$ cat src/rtl/fetch_queue_unit.sv
// fetch_queue_unit: RV32I instruction fetch stage feeding the IF/ID register.
// Owns the fetch PC, issues sequential reads to a 1-cycle-latency instruction
// memory, buffers returned words in a small FIFO and hands them to IF/ID with
// a valid/ready handshake. A taken branch/jump redirect flushes wrong-path
// entries, and any in-flight response, and reloads the fetch PC.
//
// Optional feature macro: FETCH_PERF_EN
//   When defined, adds 32-bit counters perf_fetched, perf_flushed and
//   perf_stall. When undefined, these ports and counters do not exist.
module fetch_queue_unit #(
    parameter logic [31:0] RESET_PC = 32'h0000_0000,
    parameter int          DEPTH    = 4
) (
    input  logic        clk,
    input  logic        rst,
    input  logic        enable,
    output logic        imem_rd,
    output logic [31:0] imem_addr,
    input  logic [31:0] imem_rdata,
    input  logic        redirect_valid,
    input  logic [31:0] redirect_pc,
    output logic        inst_valid,
    input  logic        inst_ready,
    output logic [31:0] inst_out,
    output logic [31:0] pc_out
`ifdef FETCH_PERF_EN
    ,
    output logic [31:0] perf_fetched,
    output logic [31:0] perf_flushed,
    output logic [31:0] perf_stall
`endif
);

    // Pointer width for the power-of-two FIFO; count needs one extra bit so
    // that a full FIFO (count == DEPTH) is representable.
    localparam int AW = (DEPTH > 1) ? $clog2(DEPTH) : 1;
    localparam int CW = AW + 1;
    localparam logic [CW:0] DEPTH_OCC = (CW + 1)'(DEPTH);

    // Fetch PC and the single outstanding memory read.
    logic [31:0]   fetch_pc_reg;
    logic          inflight_reg;
    logic [31:0]   inflight_pc_reg;
    logic          drop_reg;

    // FIFO bookkeeping.
    logic [AW-1:0] head_reg;
    logic [AW-1:0] tail_reg;
    logic [CW-1:0] count_reg;

    // FIFO storage: instruction word and its PC side by side.
    logic [31:0]   inst_mem [DEPTH];
    logic [31:0]   pc_mem   [DEPTH];

    // Last head entry shown, so the outputs hold steady while the FIFO is empty.
    logic [31:0]   hold_inst_reg;
    logic [31:0]   hold_pc_reg;

    // Combinational control.
    logic [CW:0]   occupancy;
    logic          fifo_nonempty;
    logic          issue;
    logic          enq;
    logic          deq;
    logic [31:0]   redirect_target;
    logic [31:0]   head_inst;
    logic [31:0]   head_pc;

    // Issue, enqueue and dequeue decisions for the current cycle.
    always_comb begin
        occupancy       = {1'b0, count_reg} + {{CW{1'b0}}, inflight_reg};
        fifo_nonempty   = (count_reg != '0);
        // Occupancy ignores a same-cycle dequeue, so an issued read always
        // finds a free slot when its data returns.
        issue           = enable & ~rst & ~redirect_valid & (occupancy < DEPTH_OCC);
        // A response arriving in a redirect cycle belongs to the wrong path.
        enq             = inflight_reg & ~drop_reg & ~redirect_valid & ~rst;
        deq             = enable & ~rst & fifo_nonempty & inst_ready & ~redirect_valid;
        redirect_target = redirect_pc & 32'hFFFF_FFFC;
        head_inst       = inst_mem[head_reg];
        head_pc         = pc_mem[head_reg];
    end

    // Output drive: memory request and IF/ID-facing head entry.
    always_comb begin
        imem_rd    = issue;
        imem_addr  = fetch_pc_reg;
        inst_valid = enable & ~rst & fifo_nonempty;
        if (rst) begin
            inst_out = 32'h0000_0000;
            pc_out   = 32'h0000_0000;
        end else if (fifo_nonempty) begin
            inst_out = head_inst;
            pc_out   = head_pc;
        end else begin
            inst_out = hold_inst_reg;
            pc_out   = hold_pc_reg;
        end
    end

    // Fetch PC, in-flight tracking and FIFO pointer/count update.
    always_ff @(posedge clk) begin
        if (rst) begin
            fetch_pc_reg    <= RESET_PC;
            inflight_reg    <= 1'b0;
            inflight_pc_reg <= 32'h0000_0000;
            drop_reg        <= 1'b0;
            head_reg        <= '0;
            tail_reg        <= '0;
            count_reg       <= '0;
        end else begin
            inflight_reg <= issue;
            if (issue) begin
                inflight_pc_reg <= fetch_pc_reg;
            end
            // Marks a response that was launched before the redirect.
            drop_reg <= redirect_valid & inflight_reg;

            if (redirect_valid) begin
                fetch_pc_reg <= redirect_target;
                head_reg     <= '0;
                tail_reg     <= '0;
                count_reg    <= '0;
            end else begin
                if (issue) begin
                    fetch_pc_reg <= fetch_pc_reg + 32'd4;
                end
                if (enq) begin
                    tail_reg <= tail_reg + AW'(1);
                end
                if (deq) begin
                    head_reg <= head_reg + AW'(1);
                end
                case ({enq, deq})
                    2'b10:   count_reg <= count_reg + CW'(1);
                    2'b01:   count_reg <= count_reg - CW'(1);
                    default: count_reg <= count_reg;
                endcase
            end
        end
    end

    // FIFO storage write; contents need no reset since count gates their use.
    always_ff @(posedge clk) begin
        if (enq) begin
            inst_mem[tail_reg] <= imem_rdata;
            pc_mem[tail_reg]   <= inflight_pc_reg;
        end
    end

    // Remember the most recently presented head for the empty-FIFO outputs.
    always_ff @(posedge clk) begin
        if (rst) begin
            hold_inst_reg <= 32'h0000_0000;
            hold_pc_reg   <= 32'h0000_0000;
        end else if (fifo_nonempty) begin
            hold_inst_reg <= head_inst;
            hold_pc_reg   <= head_pc;
        end
    end

`ifdef FETCH_PERF_EN
    logic [31:0] perf_fetched_reg;
    logic [31:0] perf_flushed_reg;
    logic [31:0] perf_stall_reg;
    logic [31:0] flush_amount;

    // Entries lost on a redirect: everything queued plus the in-flight read.
    always_comb begin
        flush_amount = 32'(count_reg) + {31'h0, inflight_reg};
    end

    // Performance counters; all wrap naturally at 2^32.
    always_ff @(posedge clk) begin
        if (rst) begin
            perf_fetched_reg <= 32'h0000_0000;
            perf_flushed_reg <= 32'h0000_0000;
            perf_stall_reg   <= 32'h0000_0000;
        end else begin
            if (deq) begin
                perf_fetched_reg <= perf_fetched_reg + 32'd1;
            end
            if (redirect_valid) begin
                perf_flushed_reg <= perf_flushed_reg + flush_amount;
            end
            if (inst_valid && !inst_ready) begin
                perf_stall_reg <= perf_stall_reg + 32'd1;
            end
        end
    end

    assign perf_fetched = perf_fetched_reg;
    assign perf_flushed = perf_flushed_reg;
    assign perf_stall   = perf_stall_reg;
`endif

endmodule

$ cat config.mk
export PLATFORM = sky130hd
export DESIGN_NAME = fetch_queue_unit
export DESIGN_NICKNAME = d
export VERILOG_FILES = /design/src/rtl/fetch_queue_unit.sv
export SDC_FILE = /design/constraint.sdc
export NUM_CORES = 1
export LEC_CHECK = 0
export BUFFER_PORTS_ARGS = -buffer_cell sky130_fd_sc_hd__buf_2
export CAP_MARGIN = 20
export CORE_UTILIZATION = 40
export CTS_CLUSTER_DIAMETER = 150
export DETAILED_ROUTE_END_ITERATION = 10
export PLACE_DENSITY = 0.63
export SYNTH_ARGS = -nofsm -noshare
export SYNTH_HDL_FRONTEND = slang
export SYNTH_SLANG_ARGS = --single-unit
$ cat constraint.sdc
create_clock -name clk -period 4.36 [get_ports clk]
set_clock_uncertainty 0.2 [all_clocks]
set_input_delay 0.654 -clock clk [delete_from_list [all_inputs] [get_ports clk]]
set_output_delay 0.654 -clock clk [all_outputs]
set_load 0.005 [all_outputs]
# --- After elaboration in Yosys (flattened, before gate mapping) ---
# Memories as Yosys holds them, arrays and structs flattened. A register that Yosys moved wholly into a read port is not among the register bits.
# Index checks and enable logic that the tools add are counted.
totals:
  regBits: 137
  latch_bits: 0
  mem_bits_rw: 256
  rom_bits: 0
  in_bits: 69
  word_cells: 51
  memories: 2
mem_list:
  columns: ["memory", "words", "word_bits", "read_ports", "rd_ports_with_merged_regs", "wr", "line", "source"]
  rows:
  - ["inst_mem", 4, 32, 1, 1, 1, "52", "logic [31:0] inst_mem [DEPTH];"]
  - ["pc_mem", 4, 32, 1, 1, 1, "53", "logic [31:0] pc_mem [DEPTH];"]
classes:
  n_addsub: 6
  n_mul: 0
  n_div: 0
  order_cmp: 1
  n_eq_ne: 2
  shift: 0
  n_mux: 13
  bitwise_logic: 13
  n_reduce_logical: 4
ops:
  columns: ["op", "n"]
  rows:
  - ["two-way mux 32 bit", 6]
  - ["adder 32 x 3 -> 32 bit (second input constant)", 1]
  - ["AND 1 bit", 10]
  - ["two-way mux 2 bit", 4]
  - ["case mux 3 bit (2 select lines)", 1]
  - ["adder 2 x 1 -> 2 bit (second input constant)", 2]
  - ["adder 3 x 1 -> 4 bit", 1]
  - ["less-than comparator 4 x 3 -> 1 bit (second input constant)", 1]
  - ["nonzero test 2 bit", 2]
  - ["adder 3 x 1 -> 3 bit (second input constant)", 1]
  - ["inverter 1 bit", 3]
  - ["nonzero test 3 bit", 1]
  - ["subtractor 3 x 1 -> 3 bit (second input constant)", 1]
  - ["== test 2 x 1 -> 1 bit (second input constant)", 1]
  - ["== test 2 bit (second input constant)", 1]
  - ["two-way mux 1 bit", 2]
  - ["OR reduction 2 bit", 1]

# --- Longest topological paths before layout ---
logic_depth:
  ltp_word: 7
  ltp_mapped: 10
  depth_no_buf: 9

# --- Worst setup path before layout ---
# Ideal clock, no wire load.
synth_timing:
  path_kind: "input to register"
  from: "input rst"
  to: "memory inst_mem[0][0] (enable)"
  arrival_time_ns: 2.572
  required_time_ns: 3.733
  setup_slack_ns: 1.161
  stages: 3
  path_buffers: 1
  path_cell_list: "clkbuf_1 nor2_2 and3_1"
synth_via:
  elab_chain_len: 4
synth_rtl:
  columns: ["item", "line", "source"]
  rows:
  - ["from (decl)", "15", "input logic rst,"]
  - ["inverter 1 bit", "77", "enq = inflight_reg & ~drop_reg & ~redirect_valid & ~rst;"]
  - ["AND 1 bit", "77", null]
  - ["two-way mux 1 bit", "145", "if (enq) begin"]
  - ["two-way mux 1 bit (not written as such)", "146", "inst_mem[tail_reg] <= imem_rdata;"]
  - ["to (decl)", "52", null]
# No other way between the ends.

# --- Worst setup path in the final report ---
layout_timing:
  from: "register count_reg[0]"
  to: "output pc_out[27]"
layout_via:
  elab_chain_len: 3
layout_rtl:
  columns: ["item", "line", "source"]
  rows:
  - ["from (decl)", "49", "logic [CW-1:0] count_reg;"]
  - ["from (signal assigned)", "135", "2'b10: count_reg <= count_reg + CW'(1);"]
  - ["from (signal assigned)", "136", "2'b01: count_reg <= count_reg - CW'(1);"]
  - ["from (signal assigned)", "137", "default: count_reg <= count_reg;"]
  - ["nonzero test 3 bit", "72", "fifo_nonempty = (count_reg != '0);"]
  - ["two-way mux 32 bit", "92", "end else if (fifo_nonempty) begin"]
  - ["two-way mux 32 bit", null, null]
  - ["to (decl)", "25", "output logic [31:0] pc_out"]
# No other way between the ends.

==> out/results.ini <==
[cts]
clockRootBuffer = clkbuf_16
cts_sinks = 383
cts_made_buffers = 42
post_cts_buffers = 0
clk_latency_ps = 530
clkTransAtPathRegs_ps = 60
clockBufferDepth = 3
cts_tree = yes
postCtsHoldBufs = 0
cts_resized = 0
h-tree-depth = 2

[final_layout]
final_layout_size_suffix_gt1_frac = 0.269
antenna_cells = 0
fill_cells = 3120
largest-register = inst_mem
fin_util = 0.483
area_growth_pct = 19.0
largest_reg_flops = 128
final_nets = 1253
reg_top3 = inst_mem: 128 flops, pc_mem: 120 flops

[critical_path]
required_ps = 3510
path_max_fanout = 33
r2r-end = count_reg[2]$_SDFFE_PP0P_
endpoint_kind = output port
crit_type = flip-flop to output port
cp_cell_sequence = or3_2 -> buf_4 -> nand2_1 -> a21oi_1 -> buf_2
cp-start-kind = flip-flop
slowest_stage = or3_2
rr_startpoint = count_reg[0]$_SDFFE_PP0P_
critPathArrivalTime_ps = 2710
slowest_delay_ps = 700
reg2reg_slack_ps = 1300
rr_worst_depth = 8

[sta]
timing.final.crit_share = 0.818
fin_setup_tns_ps = 0
slew_viol_final = 0
hold_violations = 0
layout_setup_ws_ps = 792
max_freq_ghz = 0.280
finalCriticalPeriod_ps = 3570
worst_slew_pin_slew_ps = 976
rsz0062_at_grt = false
setup_viol = 0
slew_headroom = 0.349

[synthesis]
avgSynthCellArea_um2 = 14.2
synth_commonest_cells = edfxtp_1 (248), nand2_1 (204), dfxtp_1 (135)
synth_top_area_cell = edfxtp_1
yosys_warnings = 0
synth_cell_type_count = 56
synth_most_common_cell = edfxtp_1
syn_inst = 1018
yosys_register_bits = 383
ys_top_cells_by_area = edfxtp_1 (52%), dfxtp_1 (19%), mux4_2 (9.7%)
synth_edf_count = 248
synthFlopType = edfxtp_1
ys_seq_area_frac = 0.702
async_flop_share = 0
syn_area_um2 = 14500
synth_top_cell_area_share = 0.515

[power_and_ir_drop]
power_mw = 7.69
p_clk_frac = 0.466
combPwrFrac = 0.024
p_int_mw = 6.14
power_density_nw_per_um2 = 447
p_sw_frac = 0.202
p_sw_mw = 1.55
power.leakage_nw = 5.94
ir_worst_vdd_mv = 0.332
seqPwrFrac = 0.510

[routing]
viasPerCell = 5.24
ant_nets = 0
wl_per_cell_um = 19.4
vias = 8765
first_iter_violations = 505
dr.pass1.iters = 4
wirelength_mm = 32.5
route.detailed.drc = 0

[floorplan]
die_y_um = 192
die_w_um = 192
rows = 69
top_level_ports = 167
die_area_um2 = 36900
core_um2 = 35600
initial_core_util = 0.406

[placement]
port_buffers = 162
hpwlAfterDp_mm = 19.2
post-place-ws_ps = 1180
gp_congestion = 0.886

[min_path]
holdPathEnd = imem_addr[24]$_SDFFE_PP0P_
hold_path_depth = 2
hold_path.class = input pin to flip-flop
min_from = redirect_pc[24]

[global_routing]
grt_max_degree = 124
grt_pass1_vias = 8681
grt_antenna_before_repair = 1
overflow = 0
grt_usage = 0.177
grt_pass1_wl_mm = 49.7

[status]
status = complete, no violations

[job]
max_cap_violations = 0

[how the worst max path moves through the flow]
stage,from,to,cells past startpoint
2_1_floorplan,rst,inst_mem[0][0]$_DFFE_PP_,3
3_3_place_gp,redirect_valid,count_reg[2]$_SDFFE_PP0P_,9
3_5_place_dp,redirect_valid,count_reg[2]$_SDFFE_PP0P_,9
4_1_cts,count_reg[0]$_SDFFE_PP0P_,pc_out[27],5
5_1_grt,count_reg[0]$_SDFFE_PP0P_,pc_out[31],5
6_report,count_reg[0]$_SDFFE_PP0P_,pc_out[27],5
[worst max-delay path, delay by kind of cell, from the launching register on]
family | cells | cell delay, ps
buffers and inverters | 2 | 680
DFF | 1 | 470
and+or+nand+nor | 2 | 790
AOI/OAI and AO/OA | 1 | 220
[through the flow]
stage / instance area (um2) / hold slack (ps) / instances
after floorplan: 14500 / 258 / 1019
after global placement: 15800 / 239 / 1594
final: 17200 / 150 / 1672
after detailed placement: 15800 / 245 / 1594
after global routing: 17200 / 124 / 1672
after CTS: 17200 / 119 / 1672
[power by group through the flow]
stage / Clock (mW) / Combinational, mW / Sequential (mW)
2_1_floorplan: 0 / 0.0927 / 3.98
3_5_place_dp: 0 / 0.186 / 3.99
4_1_cts: 3.67 / 0.187 / 3.92
3_3_place_gp: 0 / 0.182 / 3.99
5_1_grt: 3.81 / 0.206 / 3.92
6_report: 3.59 / 0.186 / 3.92
[per-layer routing]
layer  up-vias  wire (um)  part of all wire  global-route usage
met1      4317      14600              0.45               0.244
met2       281      15200              0.47               0.287
met5         -         16           0.00049                   0
met3        53       2090             0.064              0.0376
met4         2        539             0.017              0.0436
li1       4112          -                 -                   -
[cell usage in the layout (no fill, tap or decap), drive strengths merged, types with 4 or more instances in the layout]
cell type	n
ha	6
clkinv	15
and2	4
inv	12
nor3	5
edfxtp	248
a211oi	10
or3	6
dfxtp	135
and3	16
buf	179
xor2	5
nand3	14
nor2	32
nand4	13
mux4	62
nor4	7
o21ai	9
bufinv	5
a21oi	108
xnor2	12
and4	7
nand2	204
a31oi	11
clkbuf	54
[final cells by class]
class                   count  area (um2)  share of cell area
well taps                 461         577              0.0335
inverters                  11        41.3             0.00240
clock inverters            24         249              0.0145
multi-input cells         560        4010               0.233
flip-flops and latches    383       10200               0.591
clock buffers              54        1170              0.0680
repair buffers            179         991              0.0576
[cell families after synthesis]
kind of cell               count (synthesis)  share of synthesized area
DFF                                      383                      0.702
muxes                                     63                     0.0974
and+or+nand+nor                          318                      0.101
xor gates and xnor gates                  17                     0.0103
adders and majority gates                  7                    0.00658
other                                      1                   0.000259
buffers and inverters                     76                     0.0227
AOI/OAI and AO/OA                        153                     0.0593
Note: power is estimated with default switching activity, not from simulation.
